### config.mk
export PLATFORM = sky130hd
export DESIGN_NAME = register_file_mp_flat
export DESIGN_NICKNAME = d
export VERILOG_FILES = /design/src/rtl/register_file_mp_if.sv /design/src/rtl/register_file_mp.sv /design/src/flat_wrapper.sv
export SDC_FILE = /design/constraint.sdc
export NUM_CORES = 2
export LEC_CHECK = 0
export CORE_UTILIZATION = 61
export DETAILED_ROUTE_END_ITERATION = 8
export GPL_TIMING_DRIVEN = 0
export MAX_ROUTING_LAYER = met4
export PLACE_DENSITY_LB_ADDON = 0.15
export SLEW_MARGIN = 15
export SYNTH_ARGS = -nofsm -noshare
export SYNTH_HDL_FRONTEND = slang
export SYNTH_SLANG_ARGS = --single-unit
### constraint.sdc
create_clock -name clock -period 4.3 [get_ports clock]
set_clock_uncertainty 0.1 [all_clocks]
set_input_delay 0.86 -clock clock [delete_from_list [all_inputs] [get_ports clock]]
set_output_delay 0.86 -clock clock [all_outputs]
set_load 0.01 [all_outputs]
### src/rtl/register_file_mp_if.sv
// Register-file port bundle: read addr/data/busy, write ports and scoreboard claim.
// master = decode/writeback side, slave = register file.
interface register_file_mp_if #(
   parameter int XLEN   = 32,
   parameter int NREGS  = 32,
   parameter int NUM_RD = 2,
   parameter int NUM_WR = 1
);
   localparam int AW = $clog2(NREGS);

   logic [NUM_RD*AW-1:0]   rd_addr;
   logic [NUM_RD*XLEN-1:0] rd_data;
   logic [NUM_RD-1:0]      rd_busy;
   logic [NUM_WR-1:0]      wr_en;
   logic [NUM_WR*AW-1:0]   wr_addr;
   logic [NUM_WR*XLEN-1:0] wr_data;
   logic                   claim_en;
   logic [AW-1:0]          claim_addr;
   logic [NREGS-1:0]       busy_vec;

   modport master (
      output rd_addr, wr_en, wr_addr, wr_data, claim_en, claim_addr,
      input  rd_data, rd_busy, busy_vec
   );

   modport slave (
      input  rd_addr, wr_en, wr_addr, wr_data, claim_en, claim_addr,
      output rd_data, rd_busy, busy_vec
   );
endinterface

### src/rtl/register_file_mp.sv
// Multi-port register file + busy scoreboard; zero-latency reads, writes/claims land on the clock edge, no back-pressure.
// Optional REGFILE_BYPASS_EN forwards same-cycle write data (and busy release) to the read ports.
module register_file_mp #(
   parameter int XLEN      = 32,
   parameter int NREGS     = 32,
   parameter int NUM_RD    = 2,
   parameter int NUM_WR    = 1,
   parameter int ZERO_REG0 = 1
) (
   input  logic                clock,
   input  logic                reset_n,
   register_file_mp_if.slave   bus
);
   localparam int AW     = $clog2(NREGS);
   localparam bit P_ZERO = (ZERO_REG0 != 0);

   logic [XLEN-1:0]        r_mem [NREGS];
   logic [NREGS-1:0]       r_busy;
   logic [NREGS-1:0]       w_busy_nxt;
   logic [NUM_RD*XLEN-1:0] w_rd_data;
   logic [NUM_RD-1:0]      w_rd_busy;
   logic [AW-1:0]          w_addr;
   logic [AW-1:0]          w_waddr;
   logic [XLEN-1:0]        w_data;
   logic                   w_busy;
`ifdef REGFILE_BYPASS_EN
   logic                   w_hit;
`endif

   // Later ports assign last, so the highest-indexed port wins a collision.
   always_ff @(posedge clock or negedge reset_n) begin
      if (!reset_n) begin
         for (int r = 0; r < NREGS; r++) begin
            r_mem[r] <= '0;
         end
      end else begin
         for (int j = 0; j < NUM_WR; j++) begin
            if (bus.wr_en[j] && !(P_ZERO && (bus.wr_addr[j*AW +: AW] == '0))) begin
               r_mem[bus.wr_addr[j*AW +: AW]] <= bus.wr_data[j*XLEN +: XLEN];
            end
         end
      end
   end

   // Claim is applied after the clears so a same-cycle claim keeps the register busy.
   always_comb begin
      w_busy_nxt = r_busy;
      w_waddr    = '0;
      for (int j = 0; j < NUM_WR; j++) begin
         w_waddr = bus.wr_addr[j*AW +: AW];
         if (bus.wr_en[j]) begin
            w_busy_nxt[w_waddr] = 1'b0;
         end
      end
      if (bus.claim_en) begin
         w_busy_nxt[bus.claim_addr] = 1'b1;
      end
      if (P_ZERO) begin
         w_busy_nxt[0] = 1'b0;
      end
   end

   always_ff @(posedge clock or negedge reset_n) begin
      if (!reset_n) begin
         r_busy <= '0;
      end else begin
         r_busy <= w_busy_nxt;
      end
   end

   always_comb begin
      w_rd_data = '0;
      w_rd_busy = '0;
      w_addr    = '0;
      w_data    = '0;
      w_busy    = 1'b0;
`ifdef REGFILE_BYPASS_EN
      w_hit     = 1'b0;
`endif
      for (int i = 0; i < NUM_RD; i++) begin
         w_addr = bus.rd_addr[i*AW +: AW];
         w_data = r_mem[w_addr];
         w_busy = r_busy[w_addr];
`ifdef REGFILE_BYPASS_EN
         w_hit  = 1'b0;
         for (int j = 0; j < NUM_WR; j++) begin
            if (bus.wr_en[j] && (bus.wr_addr[j*AW +: AW] == w_addr)) begin
               w_hit  = 1'b1;
               w_data = bus.wr_data[j*XLEN +: XLEN];
            end
         end
         if (w_hit && !(bus.claim_en && (bus.claim_addr == w_addr))) begin
            w_busy = 1'b0;
         end
`endif
         // Gating on reset_n keeps forwarded data from leaking out while reset is held.
         if ((P_ZERO && (w_addr == '0)) || !reset_n) begin
            w_data = '0;
            w_busy = 1'b0;
         end
         w_rd_data[i*XLEN +: XLEN] = w_data;
         w_rd_busy[i]              = w_busy;
      end
   end

   assign bus.rd_data  = w_rd_data;
   assign bus.rd_busy  = w_rd_busy;
   assign bus.busy_vec = r_busy;

endmodule

### src/flat_wrapper.sv
// flat-port wrapper written by rule: the top's interface ports become plain ports
module register_file_mp_flat 
#(
   parameter int XLEN      = 32,
   parameter int NREGS     = 32,
   parameter int NUM_RD    = 2,
   parameter int NUM_WR    = 1,
   parameter int ZERO_REG0 = 1
)
  (clock, reset_n, bus_rd_addr, bus_wr_en, bus_wr_addr, bus_wr_data, bus_claim_en, bus_claim_addr, bus_rd_data, bus_rd_busy, bus_busy_vec);
  register_file_mp_if #(.XLEN(XLEN), .NREGS(NREGS), .NUM_RD(NUM_RD), .NUM_WR(NUM_WR)) bus_i ();
  input  logic clock;
  input  logic reset_n;
  input wire logic [$bits(bus_i.rd_addr)-1:0] bus_rd_addr;
  input wire logic [$bits(bus_i.wr_en)-1:0] bus_wr_en;
  input wire logic [$bits(bus_i.wr_addr)-1:0] bus_wr_addr;
  input wire logic [$bits(bus_i.wr_data)-1:0] bus_wr_data;
  input wire logic [$bits(bus_i.claim_en)-1:0] bus_claim_en;
  input wire logic [$bits(bus_i.claim_addr)-1:0] bus_claim_addr;
  output wire logic [$bits(bus_i.rd_data)-1:0] bus_rd_data;
  output wire logic [$bits(bus_i.rd_busy)-1:0] bus_rd_busy;
  output wire logic [$bits(bus_i.busy_vec)-1:0] bus_busy_vec;
  assign bus_i.rd_addr = bus_rd_addr;
  assign bus_i.wr_en = bus_wr_en;
  assign bus_i.wr_addr = bus_wr_addr;
  assign bus_i.wr_data = bus_wr_data;
  assign bus_i.claim_en = bus_claim_en;
  assign bus_i.claim_addr = bus_claim_addr;
  assign bus_rd_data = bus_i.rd_data;
  assign bus_rd_busy = bus_i.rd_busy;
  assign bus_busy_vec = bus_i.busy_vec;
  register_file_mp #(.XLEN(XLEN), .NREGS(NREGS), .NUM_RD(NUM_RD), .NUM_WR(NUM_WR), .ZERO_REG0(ZERO_REG0)) u_core (.clock(clock), .reset_n(reset_n), .bus(bus_i));
endmodule
==> summary.md <==
| Metric | Value |
|---|---|
| Status | `complete, but fails checks` |
| Failing checks | `negative setup slack` |
| PwrDens | `461 mW/mm²` |
| Total CTS buffers | `111` |
| CTS Root Cell | `clkbuf_16` |
| Post-Synth Adder-Cell Area | `0` |
| Register area share after synthesis | `0.476` |
| Final GP Congestion | `1.01` |
| Detailed Route WL | `216,000 µm` |
| Synth Area in Compound Gates | `0.0478` |
| Port Buf Inserts | `144` |
| GR Util met1 | `0.608` |
| Most used routing layer | `met2` |
| Rel. slew slack | `0.0382` |
| Yosys warning total | `0` |
| GR Util met3 | `0.232` |
| Reg clk slew, reported paths | `0.06 ns` |
| Slew Viols, Final | `0` |
| Min cycle time layout | `4.44 ns` |
| Fillers | `6,130` |
| Multiplexer area fraction after synthesis | `0.409` |
| Least-Margin Pin Slew | `1.44 ns` |
| Fraction of layout cells with a size suffix above 1 | `0.449` |
| Core Footprint | `0.0900 mm²` |
| Clock share of power | `0.340` |
| Die width | `304 µm` |
| Seq pwr share | `0.452` |
| Worst setup SP type | `input port` |
| Pleak | `28.4 nW` |
| Routed vias/inst | `7.72` |
| Worst path cell trace | `buf_2, and2_1, clkbuf_2, a22oi_1, nand3_1, nand4_1, clkdlybuf4s50_1` |
| Largest family of logic cells by synthesized area | `multiplexers` |
| Synth Area in Simple Gates | `0.0328` |
| DRC | `0` |
| Area of the multi-input gates | `0.0273 mm²` |
| Max VDD drop | `0.000345 V` |
| DIE AREA | `0.0921 mm²` |
| Storage cell area | `0.0264 mm²` |
| Sw frac | `0.285` |
| Flops & latches, synth | `1,055` |
| Combinational power share | `0.208` |
| TritonCTS clock tree | `built` |
| Mapped cell area | `0.0555 mm²` |
| Worst setup margin | `-0.138 ns` |
| Total power | `29.6 mW` |
| Post-Syn Instances | `3,859` |
| Std cell rows | `110` |
| H-Tree Depth | `3` |
| Nature of the critical path endpoint | `output port` |
| Max Clock Freq | `0.225 GHz` |
| Layout area overhead | `15.5%` |
| Syn avg cell area | `14.4 µm²` |
| Number of global-route vias before repair | `41.5k` |
| Antenna violations before repair | `13` |
| Setup-failing EPs final | `20` |
| Int Power | `21.1 mW` |
| CP max stage cell | `and2_1` |
| Hold_ws | `0.0184 ns` |
| Setup TNS | `-1.03 ns` |
| Pin count of the biggest net entering global routing | `150` |
| Final core utilization | `0.712` |
| Maxcap violations | `0` |
| Io pins | `154` |
| Distinct cells, synth | `41` |
| CP Data Arrival Time | `3.48 ns` |
| Psw | `8.44 mW` |
| Fin crit share | `1.03` |
| Remaining antenna violation count | `0` |
| Iteration-0 DRC Markers | `6,775` |
| Die H | `304 µm` |
| M2 GR Usage | `0.641` |
| Detailed Routing Iterations Pass 1 | `8` |
| Clock buffer depth | `3` |
| Detailed placer's ending HPWL | `139,000 µm` |
| CTS sink cnt | `1,055` |
| WP data required | `3.34 ns` |
| Dpl ws | `-3.28 ns` |
| Clk Latency, worst-skew pair | `0.70 ns` |
| XOR/XNOR share of the synthesized area | `0` |
| GRT Total Usage | `0.490` |
| Syn_nets | `3,915` |
| Via count | `41.9k` |
| Hold Violations, Final | `0` |
| CP Class | `input port to output port` |
| Global-route wire length before repair | `302,000 µm` |
| Wire per inst | `39.8 µm` |
| R2R setup slack | `3.32 ns` |
| Nets | `4,198` |
| Hold Crit Class | `input port to asynchronous set/reset pin` |
| Max stage delay on crit path | `0.66 ns` |
| CP max FO | `10` |
| Initial core utilization | `0.616` |
| Remaining Overflow, GRT | `0` |
-- worst max-delay path, delay by kind of cell --
kind	cells	cell delay, ns
simple gates	3	1.09
compound gates	1	0.12
buf+inv	3	1.39
-- state kept, by name, indices dropped and copies added (netlist names) --
name                 count
u_core.bus.busy_vec     31
u_core.r_mem          1024
-- cells by family after synthesis --
kind of cell	Yosys count
other cells	1
simple gates	321
compound gates	385
mux	1656
flops	1055
buf+inv	441
-- layout by cell type, fill, tap and decap left out, types with 38 or more instances in the layout --
master	count
mux2_2	983
a21oi_1	67
nand3_1	73
clkbuf_16	117
mux2i_1	275
mux4_2	387
a22oi_1	246
clkbuf_1	161
and3_1	60
nand4_1	68
buf_4	71
clkbuf_4	43
clkdlybuf4s50_1	110
buf_6	38
clkbuf_8	68
dfrtp_1	1055
-- repair_timing --
action	CTS	global route
hold buffers	1	0
resized for setup	434	26
setup buffers	15	0
endpoints found under the setup margin	66	34
cloned	8	0
hold endpoints to repair	24	0
pin swaps	21	2
-- power by group through the flow --
stage                     registers (mW)  logic [mW]  clock network, mW
after CTS                           13.2        5.99               9.98
after global routing                13.5        6.42               10.4
after detailed placement            13.4        5.83                  0
after floorplan                     12.9        4.11                  0
final                               13.3        6.15               10.1
after global placement              13.3        5.65                  0
-- layout make-up --
type | instances | share of cell area
inverter | 4 | 0.000234
tap | 1176 | 0.0230
antenna | 13 | 0.000508
multi-input combinational | 2363 | 0.427
buffer | 430 | 0.0459
clock inverter | 37 | 0.00570
sequential | 1055 | 0.412
clock buffer | 168 | 0.0533
timing repair buffer | 177 | 0.0328
-- Yosys cell counts (all sizes together) --
library cell | n | area, µm²
mux4 | 387 | 8720
o211ai | 2 | 15.0
dfrtp | 1055 | 26400
conb | 1 | 3.75
o22ai | 2 | 12.5
a21oi | 77 | 385
nor3 | 5 | 25.0
inv | 4 | 15.0
clkbuf | 245 | 920
nor3b | 12 | 95.1
and2 | 5 | 31.3
buf | 192 | 990
nor2 | 28 | 118
and3 | 67 | 419
a21boi | 1 | 7.51
o2111ai | 2 | 17.5
a221o | 1 | 10.0
a22oi | 251 | 1880
nand3 | 73 | 365
nand4b | 1 | 8.76
o21ba | 2 | 20.0
nand2 | 35 | 131
nor2b | 7 | 43.8
mux2 | 993 | 11200
o21ai | 28 | 140
mux2i | 276 | 2760
and3b | 3 | 26.3
nand3b | 10 | 75.1
or2 | 3 | 18.8
nand4 | 68 | 425
or3b | 2 | 17.5
a22o | 16 | 140
and4b | 1 | 10.0
nor4bb | 1 | 10.0
a31oi | 3 | 18.8
-- routing by layer --
layer,wire (µm),vias to the layer above
li1,-,15500
met1,75800,21600
met2,88500,3706
met3,35100,1107
met4,16600,0
met5,0,-
-- worst paths after layout --
path | to | cells past startpoint | startpoint
worst max-delay path | bus_rd_data[30] | 7 | bus_rd_addr[0]
worst min-delay path | u_core.r_mem[297]$_DFFE_PN0P_ | 1 | reset_n
worst max register to register | u_core.bus.busy_vec[24]$_DFF_PN0_ | 2 | u_core.bus.busy_vec[24]$_DFF_PN0_
worst min register to register | u_core.r_mem[1000]$_DFFE_PN0P_ | 1 | u_core.r_mem[1000]$_DFFE_PN0P_
max in group asynchronous | u_core.r_mem[986]$_DFFE_PN0P_ | 4 | reset_n
min in group clock | u_core.r_mem[1000]$_DFFE_PN0P_ | 1 | u_core.r_mem[1000]$_DFFE_PN0P_
-- metrics by stage --
step                cell area [µm²]  cells
finish                        64100   5423
global route                  64100   5419
floorplan                     55500   3859
detailed placement            58600   5188
CTS                           64000   5411
global placement              58400   5179
(Power assumes the default switching activity.)
